File: config.mk
export PLATFORM = sky130hd
export DESIGN_NAME = alarm_clock_core
export DESIGN_NICKNAME = d
export VERILOG_FILES = /design/src/rtl/alarm_clock_pkg.sv /design/src/rtl/bcd_to_seg7.sv /design/src/rtl/alarm_clock_core.sv
export SDC_FILE = /design/constraint.sdc
export NUM_CORES = 1
export LEC_CHECK = 0
export ABC_AREA = 1
export CAP_MARGIN = 0
export CORE_MARGIN = 2
export CORE_UTILIZATION = 50
export DETAILED_ROUTE_END_ITERATION = 16
export DONT_BUFFER_PORTS = 1
export PLACE_DENSITY = 0.66
export REMOVE_ABC_BUFFERS = 1
export SYNTH_ARGS = -nofsm -noshare
export SYNTH_HDL_FRONTEND = slang
export SYNTH_SLANG_ARGS = --single-unit
File: constraint.sdc
create_clock -name MCLK -period 2.93 [get_ports MCLK]
set_input_delay 0.1465 -clock MCLK [delete_from_list [all_inputs] [get_ports MCLK]]
set_output_delay 0.1465 -clock MCLK [all_outputs]
set_load 0.02 [all_outputs]
File: src/rtl/alarm_clock_pkg.sv
// Shared types and constants for the alarm clock core: mode encoding, digit
// indices, active-low segment codes and the HH:MM digit arithmetic helpers.
package alarm_clock_pkg;

  typedef enum logic [1:0] {
    RUN     = 2'd0,
    CLK_SET = 2'd1,
    ALM_SET = 2'd2
  } mode_e;

  localparam logic [1:0] MIN_U  = 2'd0;
  localparam logic [1:0] MIN_T  = 2'd1;
  localparam logic [1:0] HOUR_U = 2'd2;
  localparam logic [1:0] HOUR_T = 2'd3;

  // Segment codes are {g,f,e,d,c,b,a}, a lit segment is 0.
  localparam logic [6:0] SEG_BLANK = 7'b1111111;
  localparam logic [6:0] SEG_0     = 7'b1000000;
  localparam logic [6:0] SEG_1     = 7'b1111001;
  localparam logic [6:0] SEG_2     = 7'b0100100;
  localparam logic [6:0] SEG_3     = 7'b0110000;
  localparam logic [6:0] SEG_4     = 7'b0011001;
  localparam logic [6:0] SEG_5     = 7'b0010010;
  localparam logic [6:0] SEG_6     = 7'b0000010;
  localparam logic [6:0] SEG_7     = 7'b1111000;
  localparam logic [6:0] SEG_8     = 7'b0000000;
  localparam logic [6:0] SEG_9     = 7'b0010000;

  typedef struct packed {
    logic [3:0] ht;
    logic [3:0] hu;
    logic [3:0] mt;
    logic [3:0] mu;
  } hhmm_t;

  // One-minute advance with full carry into the hours, 23:59 -> 00:00.
  function automatic hhmm_t next_minute(hhmm_t v);
    hhmm_t r;
    r = v;
    if (v.mu != 4'd9) begin
      r.mu = v.mu + 4'd1;
    end else begin
      r.mu = 4'd0;
      if (v.mt != 4'd5) begin
        r.mt = v.mt + 4'd1;
      end else begin
        r.mt = 4'd0;
        if (v.ht == 4'd2 && v.hu == 4'd3) begin
          r.ht = 4'd0;
          r.hu = 4'd0;
        end else if (v.hu == 4'd9) begin
          r.hu = 4'd0;
          r.ht = v.ht + 4'd1;
        end else begin
          r.hu = v.hu + 4'd1;
        end
      end
    end
    return r;
  endfunction

  // User edit: bump one digit with its own wrap, never carrying into a neighbour.
  function automatic hhmm_t bump_digit(hhmm_t v, logic [1:0] idx);
    hhmm_t r;
    r = v;
    case (idx)
      MIN_U:  r.mu = (v.mu >= 4'd9) ? 4'd0 : v.mu + 4'd1;
      MIN_T:  r.mt = (v.mt >= 4'd5) ? 4'd0 : v.mt + 4'd1;
      HOUR_U: begin
        if (v.ht == 4'd2) r.hu = (v.hu >= 4'd3) ? 4'd0 : v.hu + 4'd1;
        else              r.hu = (v.hu >= 4'd9) ? 4'd0 : v.hu + 4'd1;
      end
      HOUR_T: begin
        r.ht = (v.ht >= 4'd2) ? 4'd0 : v.ht + 4'd1;
        if (r.ht == 4'd2 && v.hu > 4'd3) r.hu = 4'd3;
      end
      default: r = v;
    endcase
    return r;
  endfunction

endpackage

File: src/rtl/bcd_to_seg7.sv
// Combinational BCD digit to active-low 7-segment code; non-decimal codes blank.
module bcd_to_seg7
  import alarm_clock_pkg::*;
(
  input  logic [3:0] bcd_i,
  output logic [6:0] seg_o
);

  always_comb begin
    seg_o = SEG_BLANK;
    case (bcd_i)
      4'd0:    seg_o = SEG_0;
      4'd1:    seg_o = SEG_1;
      4'd2:    seg_o = SEG_2;
      4'd3:    seg_o = SEG_3;
      4'd4:    seg_o = SEG_4;
      4'd5:    seg_o = SEG_5;
      4'd6:    seg_o = SEG_6;
      4'd7:    seg_o = SEG_7;
      4'd8:    seg_o = SEG_8;
      4'd9:    seg_o = SEG_9;
      default: seg_o = SEG_BLANK;
    endcase
  end

endmodule

File: src/rtl/alarm_clock_core.sv
// 24 h clock with HH:MM alarm, RUN/CLK_SET/ALM_SET editing and registered display outputs.
// Optional snooze is built when ALARM_SNOOZE_EN is defined.
module alarm_clock_core
  import alarm_clock_pkg::*;
#(
  parameter int CLK_HZ       = 100_000_000,
  parameter int RING_SECONDS = 60,
  parameter int SNOOZE_MIN   = 5
) (
  input  logic       MCLK,
  input  logic       RSTN,
  input  logic       BTN_MODE,
  input  logic       BTN_LEFT,
  input  logic       BTN_UP,
  input  logic       BTN_STOP,
  input  logic       ALARM_EN,
  output logic [6:0] DISPLAY_3,
  output logic [6:0] DISPLAY_2,
  output logic [6:0] DISPLAY_1,
  output logic [6:0] DISPLAY_0,
  output logic       clock_set,
  output logic       alarm_set,
  output logic       alarm_ringing,
  output logic [1:0] location,
  output logic [1:0] alarm_location
);

  localparam int PW = (CLK_HZ > 2) ? $clog2(CLK_HZ) : 1;
  localparam int RW = $clog2(RING_SECONDS + 1);

  if (CLK_HZ < 2 || RING_SECONDS < 1 || SNOOZE_MIN < 1) begin : g_param_check
    $error("alarm_clock_core: CLK_HZ >= 2, RING_SECONDS >= 1, SNOOZE_MIN >= 1 required");
  end

  logic [3:0]    btn_raw, btn_s1_q, btn_s2_q, btn_prev_q, btn_pulse;
  logic [1:0]    en_sync_q;
  logic          en_prev_q, alarm_en, en_fall;
  logic          mode_pulse, left_act, up_act, stop_pulse;
  mode_e         mode_q, mode_d;
  logic [PW-1:0] presc_q, presc_d;
  logic [5:0]    sec_q, sec_d;
  hhmm_t         time_q, time_d, alarm_q, alarm_d, next_min, disp_src;
  logic [1:0]    loc_q, loc_d, aloc_q, aloc_d;
  logic          ring_q, ring_d;
  logic [RW-1:0] ring_cnt_q, ring_cnt_d;
  logic          tick, min_roll, trigger, clock_set_d, alarm_set_d;
  logic [6:0]    seg3_d, seg2_d, seg1_d, seg0_d, seg3_q, seg2_q, seg1_q, seg0_q;
  logic          clock_set_q, alarm_set_q, ring_out_q;
  logic [1:0]    loc_out_q, aloc_out_q;

  // Flops preset to 1 so a button already held when reset lifts makes no edge.
  assign btn_raw = {BTN_STOP, BTN_UP, BTN_LEFT, BTN_MODE};
  always_ff @(posedge MCLK) begin
    if (!RSTN) begin
      btn_s1_q   <= 4'hF;
      btn_s2_q   <= 4'hF;
      btn_prev_q <= 4'hF;
      en_sync_q  <= 2'b00;
      en_prev_q  <= 1'b0;
    end else begin
      btn_s1_q   <= btn_raw;
      btn_s2_q   <= btn_s1_q;
      btn_prev_q <= btn_s2_q;
      en_sync_q  <= {en_sync_q[0], ALARM_EN};
      en_prev_q  <= en_sync_q[1];
    end
  end

  assign btn_pulse  = btn_s2_q & ~btn_prev_q;
  assign mode_pulse = btn_pulse[0];
  assign left_act   = btn_pulse[1] & ~btn_pulse[0];
  assign up_act     = btn_pulse[2] & ~|btn_pulse[1:0];
  assign stop_pulse = btn_pulse[3];
  assign alarm_en   = en_sync_q[1];
  assign en_fall    = en_prev_q & ~en_sync_q[1];

  always_ff @(posedge MCLK) begin
    if (!RSTN) mode_q <= RUN;
    else       mode_q <= mode_d;
  end

  always_comb begin
    mode_d = mode_q;
    if (mode_pulse) begin
      case (mode_q)
        RUN:     mode_d = CLK_SET;
        CLK_SET: mode_d = ALM_SET;
        default: mode_d = RUN;
      endcase
    end
  end

  always_comb begin
    clock_set_d = (mode_q == CLK_SET);
    alarm_set_d = (mode_q == ALM_SET);
    disp_src    = (mode_q == ALM_SET) ? alarm_q : time_q;
  end

  assign tick     = (mode_q != CLK_SET) && (presc_q == PW'(CLK_HZ - 1));
  assign min_roll = tick && (sec_q == 6'd59);
  assign next_min = next_minute(time_q);
  assign trigger  = min_roll && (mode_q == RUN) && alarm_en && (next_min == alarm_q);

`ifdef ALARM_SNOOZE_EN
  localparam int SW = $clog2(SNOOZE_MIN + 1);
  logic          snz_act_q, snz_act_d;
  logic [SW-1:0] snz_cnt_q, snz_cnt_d;

  always_ff @(posedge MCLK) begin
    if (!RSTN) begin
      snz_act_q <= 1'b0;
      snz_cnt_q <= '0;
    end else begin
      snz_act_q <= snz_act_d;
      snz_cnt_q <= snz_cnt_d;
    end
  end
`endif

  always_comb begin
    presc_d    = presc_q + PW'(1);
    sec_d      = sec_q;
    time_d     = time_q;
    alarm_d    = alarm_q;
    loc_d      = loc_q;
    aloc_d     = aloc_q;
    ring_d     = ring_q;
    ring_cnt_d = ring_cnt_q;
`ifdef ALARM_SNOOZE_EN
    snz_act_d  = snz_act_q;
    snz_cnt_d  = snz_cnt_q;
`endif
    if (tick || mode_q == CLK_SET || mode_d == CLK_SET) presc_d = '0;
    if (tick) begin
      if (min_roll) begin
        sec_d  = '0;
        time_d = next_min;
      end else begin
        sec_d  = sec_q + 6'd1;
      end
    end
    if (mode_q == CLK_SET) begin
      if (mode_pulse) sec_d  = '0;
      if (left_act)   loc_d  = loc_q + 2'd1;
      if (up_act)     time_d = bump_digit(time_q, loc_q);
    end
    if (mode_q == ALM_SET) begin
      if (left_act) aloc_d  = aloc_q + 2'd1;
      if (up_act)   alarm_d = bump_digit(alarm_q, aloc_q);
    end
    if (mode_pulse && mode_d == CLK_SET) loc_d  = '0;
    if (mode_pulse && mode_d == ALM_SET) aloc_d = '0;
    if (ring_q && tick) begin
      ring_cnt_d = ring_cnt_q - RW'(1);
      if (ring_cnt_q == RW'(1)) ring_d = 1'b0;
    end
    if (trigger) begin
      ring_d     = 1'b1;
      ring_cnt_d = RW'(RING_SECONDS);
    end
`ifdef ALARM_SNOOZE_EN
    if (stop_pulse && ring_q) begin
      snz_act_d = 1'b1;
      snz_cnt_d = SW'(SNOOZE_MIN);
    end else if (snz_act_q && min_roll) begin
      if (snz_cnt_q == SW'(1)) begin
        snz_act_d = 1'b0;
        if (mode_q == RUN && alarm_en) begin
          ring_d     = 1'b1;
          ring_cnt_d = RW'(RING_SECONDS);
        end
      end else begin
        snz_cnt_d = snz_cnt_q - SW'(1);
      end
    end
    if (mode_pulse || !alarm_en) snz_act_d = 1'b0;
`endif
    if (mode_pulse || stop_pulse || en_fall) ring_d = 1'b0;
  end

  always_ff @(posedge MCLK) begin
    if (!RSTN) begin
      presc_q    <= '0;
      sec_q      <= '0;
      time_q     <= '0;
      alarm_q    <= '0;
      loc_q      <= '0;
      aloc_q     <= '0;
      ring_q     <= 1'b0;
      ring_cnt_q <= '0;
    end else begin
      presc_q    <= presc_d;
      sec_q      <= sec_d;
      time_q     <= time_d;
      alarm_q    <= alarm_d;
      loc_q      <= loc_d;
      aloc_q     <= aloc_d;
      ring_q     <= ring_d;
      ring_cnt_q <= ring_cnt_d;
    end
  end

  bcd_to_seg7 u_seg3 (.bcd_i(disp_src.mu), .seg_o(seg3_d));
  bcd_to_seg7 u_seg2 (.bcd_i(disp_src.mt), .seg_o(seg2_d));
  bcd_to_seg7 u_seg1 (.bcd_i(disp_src.hu), .seg_o(seg1_d));
  bcd_to_seg7 u_seg0 (.bcd_i(disp_src.ht), .seg_o(seg0_d));

  // Output stage: every display-side signal leaves from a flop.
  always_ff @(posedge MCLK) begin
    if (!RSTN) begin
      seg3_q      <= SEG_0;
      seg2_q      <= SEG_0;
      seg1_q      <= SEG_0;
      seg0_q      <= SEG_0;
      clock_set_q <= 1'b0;
      alarm_set_q <= 1'b0;
      ring_out_q  <= 1'b0;
      loc_out_q   <= '0;
      aloc_out_q  <= '0;
    end else begin
      seg3_q      <= seg3_d;
      seg2_q      <= seg2_d;
      seg1_q      <= seg1_d;
      seg0_q      <= seg0_d;
      clock_set_q <= clock_set_d;
      alarm_set_q <= alarm_set_d;
      ring_out_q  <= ring_q;
      loc_out_q   <= loc_q;
      aloc_out_q  <= aloc_q;
    end
  end

  assign DISPLAY_3      = seg3_q;
  assign DISPLAY_2      = seg2_q;
  assign DISPLAY_1      = seg1_q;
  assign DISPLAY_0      = seg0_q;
  assign clock_set      = clock_set_q;
  assign alarm_set      = alarm_set_q;
  assign alarm_ringing  = ring_out_q;
  assign location       = loc_out_q;
  assign alarm_location = aloc_out_q;

endmodule

==> flow_summary.html <==
<table>
<tr><th>Metric</th><th>Value</th></tr>
<tr><th colspan="2">Outcome</th></tr>
<tr><td>Run status</td><td>finished, final reports clean</td></tr>
<tr><th colspan="2">STA</th></tr>
<tr><td>Setup TNS</td><td>0 ns</td></tr>
<tr><td>Share of the cycle needed by the critical path after routing</td><td>0.838</td></tr>
<tr><td>Worst rel slew slack</td><td>0.589</td></tr>
<tr><td>Measured slew at the worst slew-check pin</td><td>roughly 0.61 ns</td></tr>
<tr><td>Worst clock skew</td><td>around 0.0071 ns</td></tr>
<tr><td>Final WS setup</td><td>0.474 ns</td></tr>
<tr><td>Setup violations, final</td><td>0</td></tr>
<tr><td>Final Hold Violating Endpoints</td><td>0</td></tr>
<tr><td>Number of slew-limit violations in the final report</td><td>0</td></tr>
<tr><td>Highest clock rate</td><td>407 MHz</td></tr>
<tr><td>Minimum period implied by the final worst setup slack</td><td>~2.5 ns</td></tr>
<tr><td>Setup repair after global routing missed its margin</td><td>false</td></tr>
<tr><th colspan="2">Floorplanning</th></tr>
<tr><td>Floorplan die height</td><td>124 µm</td></tr>
<tr><td>Area of the core</td><td>~14000 µm²</td></tr>
<tr><td>Die Width</td><td>around 120 µm</td></tr>
<tr><td>Number of top-level design ports</td><td>42</td></tr>
<tr><td>Die area</td><td>approximately 15000 µm²</td></tr>
<tr><td>Row count</td><td>43</td></tr>
<tr><td>Initial Util</td><td>0.515</td></tr>
<tr><th colspan="2">Global routing</th></tr>
<tr><td>Largest net degree at the start of global routing</td><td>39</td></tr>
<tr><td>Initial antenna violation count</td><td>0</td></tr>
<tr><td>Overall fraction of global-route tracks in use</td><td>0.224</td></tr>
<tr><td>Vias in the first global route</td><td>approximately 5700</td></tr>
<tr><td>Gr ovfl total</td><td>0</td></tr>
<tr><td>First-pass GRT wire length</td><td>26.7 mm</td></tr>
<tr><th colspan="2">Clock tree</th></tr>
<tr><td>H-tree depth</td><td>4</td></tr>
<tr><td>CTS root buffer</td><td>sky130_fd_sc_hd__clkbuf_16</td></tr>
<tr><td>Clk_lat worst skew</td><td>0.42 ns</td></tr>
<tr><td>Total CTS buffers</td><td>17</td></tr>
<tr><td>CTS tree</td><td>yes</td></tr>
<tr><td>Clock slew seen by the registers of the worst setup and hold paths</td><td>about 0.06 ns</td></tr>
<tr><td>Clock Tree Buf Depth</td><td>2</td></tr>
<tr><td>Total number of clock tree sinks</td><td>128</td></tr>
<tr><th colspan="2">Synthesis</th></tr>
<tr><td>Post-Synth Adder-Cell Area</td><td>0.0942</td></tr>
<tr><td>Top cells by area in the synthesized netlist</td><td>sky130_fd_sc_hd__dfxtp_1 36%, sky130_fd_sc_hd__nand2_1 10%, sky130_fd_sc_hd__ha_1 9.4%</td></tr>
<tr><td>Cell area after technology mapping</td><td>~7200 µm²</td></tr>
<tr><td>Area share of the largest cell type after synthesis</td><td>0.357</td></tr>
<tr><td>Synth cell types</td><td>50</td></tr>
<tr><td>Async S/R FF share, synth</td><td>0</td></tr>
<tr><td>Instance count of the mapped netlist</td><td>approximately 1000</td></tr>
<tr><td>Primary FF master, synth</td><td>sky130_fd_sc_hd__dfxtp_1</td></tr>
<tr><td>Post-synth top area cell</td><td>sky130_fd_sc_hd__dfxtp_1</td></tr>
<tr><td>Post-synthesis register bit count</td><td>128</td></tr>
<tr><td>Fraction of the mapped netlist area in compound gates</td><td>0.138</td></tr>
<tr><td>Main combinational cell family by area after synthesis</td><td>simple AND/OR/NAND/NOR gates</td></tr>
<tr><td>Yosys synthesis warning count</td><td>0</td></tr>
<tr><td>Simple-gate portion of the synthesized area</td><td>0.297</td></tr>
<tr><td>Number of enable-type register cells in the synthesized netlist</td><td>0</td></tr>
<tr><td>Share of the synthesized netlist area taken by xor and xnor gates</td><td>0.0244</td></tr>
<tr><td>Mean instance size in the synthesized netlist</td><td>between 7 and 8 µm²</td></tr>
<tr><td>Sequential area share after synthesis</td><td>0.357</td></tr>
<tr><td>Mux contribution to synthesized area</td><td>0.00140</td></tr>
<tr><th colspan="2">Drt</th></tr>
<tr><td>1st-iter DRT viols</td><td>around 530</td></tr>
<tr><td>Detail-routed net length per standard cell</td><td>between 10 and 15 µm</td></tr>
<tr><td>Final wirelength</td><td>around 16 mm</td></tr>
<tr><td>Count of TritonRoute iterations in the first routing pass</td><td>5</td></tr>
<tr><td>DRC violation count after routing</td><td>0</td></tr>
<tr><td>Total vias in the final route</td><td>between 6000 and 7000</td></tr>
<tr><td>Number of vias per cell</td><td>approximately 5.2</td></tr>
<tr><td>Antenna violation net count after detailed routing</td><td>0</td></tr>
<tr><th colspan="2">Critical path</th></tr>
<tr><td>Critical register-to-register path endpoint</td><td>ring_cnt_q[0]</td></tr>
<tr><td>Crit end category</td><td>register</td></tr>
<tr><td>CP max stage delay</td><td>around 0.46 ns</td></tr>
<tr><td>Crit start category</td><td>register</td></tr>
<tr><td>Crit path capture</td><td>ring_cnt_q[0]</td></tr>
<tr><td>Worst Setup SP</td><td>time_q[0]</td></tr>
<tr><td>Cell with the biggest individual delay on the critical path</td><td>sky130_fd_sc_hd__dfxtp_1</td></tr>
<tr><td>Cell breakdown of the critical path</td><td>ha_1 &gt; nand3_2 &gt; inv_1 &gt; nand2_2 &gt; nor2_2 &gt; nand2_1 &gt; nand3_1 &gt; nand2_1 &gt; nand2_1 &gt; nand3_1 &gt; nor2_1 &gt; nand2_2 &gt; nand2_1 &gt; nor2_1</td></tr>
<tr><td>Slack of the worst reg-to-reg path</td><td>approximately 0.47 ns</td></tr>
<tr><td>Critical path required time</td><td>3.25 ns</td></tr>
<tr><td>Most frequent cell on the critical path</td><td>sky130_fd_sc_hd__nand2_1</td></tr>
<tr><td>Worst r2r path cells</td><td>14</td></tr>
<tr><td>Worst EP arrival</td><td>approximately 2.8 ns</td></tr>
<tr><td>Start of the worst register-to-register path</td><td>time_q[0]</td></tr>
<tr><td>WS Path Type</td><td>register to register</td></tr>
<tr><td>Crit Path Max Fanout</td><td>11</td></tr>
<tr><th colspan="2">Final layout</th></tr>
<tr><td>Leading cell type in the layout, fill and taps excluded</td><td>sky130_fd_sc_hd__nand2_1</td></tr>
<tr><td>Most frequent cells in the layout</td><td>198 x sky130_fd_sc_hd__nand2_1, 132 x sky130_fd_sc_hd__inv_1, 128 x sky130_fd_sc_hd__dfxtp_1, 102 x sky130_fd_sc_hd__nor2_1, 80 x sky130_fd_sc_hd__a21oi_1</td></tr>
<tr><td>Final cell count without fillers</td><td>between 1000 and 1500</td></tr>
<tr><td>Post-layout nets</td><td>1072</td></tr>
<tr><td>Area Overhead vs Synth</td><td>11.4%</td></tr>
<tr><td>Diode count</td><td>0</td></tr>
<tr><td>Ratio of cells with drive above 1 in the final layout</td><td>0.0889</td></tr>
<tr><th colspan="2">Place</th></tr>
<tr><td>Detailed placer's ending HPWL</td><td>11.5 mm</td></tr>
<tr><td>Pre-CTS WS</td><td>slightly above 0.5 ns</td></tr>
<tr><td>Placed instance count</td><td>1164</td></tr>
<tr><td>Weighted congestion reported at the end of routability-driven placement</td><td>between 0.9 and 1</td></tr>
<tr><td>Buffers on Ports</td><td>0</td></tr>
<tr><th colspan="2">Min path</th></tr>
<tr><td>Hold/Removal Path Class</td><td>input pin to register</td></tr>
<tr><td>WHS Path Cells</td><td>2</td></tr>
<tr><th colspan="2">Flow run</th></tr>
<tr><td>Number of maximum-capacitance violations</td><td>0</td></tr>
<tr><th colspan="2">Power and ir drop</th></tr>
<tr><td>Total power per unit cell area</td><td>roughly 500 nW/µm²</td></tr>
<tr><td>Lkg Pwr</td><td>about 3.4 nW</td></tr>
<tr><td>Total power consumption of the routed design</td><td>about 4 mW</td></tr>
<tr><td>IR Drop Worst-Case VDD</td><td>just under 0.4 mV</td></tr>
</table>
## report_power, final
part           internal (mW)  switching (mW)
Combinational         0.0310          0.0605
Clock                   1.26           0.843
Sequential              1.76          0.0103
## Yosys cell counts, types with 8 or more instances
cell type / count
sky130_fd_sc_hd__nor2_1: 102
sky130_fd_sc_hd__nand4_1: 17
sky130_fd_sc_hd__o21ai_0: 65
sky130_fd_sc_hd__nor3_1: 20
sky130_fd_sc_hd__nor2_2: 9
sky130_fd_sc_hd__nand3_2: 8
sky130_fd_sc_hd__nand2_1: 198
sky130_fd_sc_hd__a31oi_1: 8
sky130_fd_sc_hd__a21oi_1: 80
sky130_fd_sc_hd__xor2_1: 14
sky130_fd_sc_hd__inv_1: 132
sky130_fd_sc_hd__nand3_1: 59
sky130_fd_sc_hd__dfxtp_1: 128
sky130_fd_sc_hd__ha_1: 54
sky130_fd_sc_hd__or2_2: 12
## worst min path at each step
| stage | to | slack [ns] | startpoint |
|---|---|---|---|
| finish | DISPLAY_1[3] | 0.06 | RSTN |
| CTS | DISPLAY_1[3] | 0.04 | RSTN |
| detailed placement | btn_prev_q[0] | 0.23 | RSTN |
| global route | DISPLAY_1[2] | 0.07 | RSTN |
| floorplan | btn_prev_q[0] | 0.22 | RSTN |
| global placement | btn_prev_q[0] | 0.22 | RSTN |
## layout make-up
cell class | count | area, µm²
fill | 1302 | 5940
sequential | 128 | 2560
tap | 180 | 225
multi-input combinational | 714 | 3980
clock buffer | 18 | 429
clock inverter | 14 | 155
timing repair buffer | 11 | 113
inverter | 139 | 522
## critical path: cells and delay by family, from the launching register on
family                     cells  cell delay [ns]
buffers and inverters          1             0.31
DFF                            1             0.46
and+or+nand+nor               12             1.35
adders and majority gates      1             0.23
## kinds of logic (layout without fill, tap and decap cells)
logic type,count (synthesis),after routing
adder cells (fa/ha/maj),54,54
multiplexers,1,1
buffers and inverters,159,182
AO/OA/AOI/OAI,182,182
flip-flops,128,128
AND/OR/NAND/NOR,457,457
XOR/XNOR,20,20
## through the flow
step / hold WS [ns] / utilization / instance area [µm²]
floorplan: 0.215 / - / 7070
global route: 0.0709 / 0.573 / 7990
CTS: 0.0414 / 0.573 / 7990
global placement: 0.223 / 0.525 / 7320
finish: 0.0596 / 0.573 / 7990
detailed placement: 0.227 / 0.525 / 7320
## what timing repair did
| item | 4_1_cts | 5_1_grt |
|---|---|---|
| hold endpoints to repair | 41 | 0 |
| gates resized for setup | 0 | 0 |
| setup buffers | 0 | 0 |
| hold buffers | 8 | 0 |
## sequential cells by signal, summed over array words and instances, names as in the netlist, 6 cells and up
name        cells
alarm_q        16
DISPLAY_2       7
presc_q        27
sec_q           6
DISPLAY_3       7
DISPLAY_1       7
DISPLAY_0       7
ring_cnt_q      6
time_q         16
## layer usage
layer / track usage / part of all wire / routed length, µm / up-vias
met1: 0.295 / 0.49 / 8040 / 2817
met2: 0.354 / 0.45 / 7420 / 117
met4: 0.0838 / 0.022 / 367 / 0
met3: 0.0540 / 0.039 / 643 / 28
li1: - / - / - / 3283
met5: 0 / 0 / 0 / -
(Power assumes the default switching activity.)
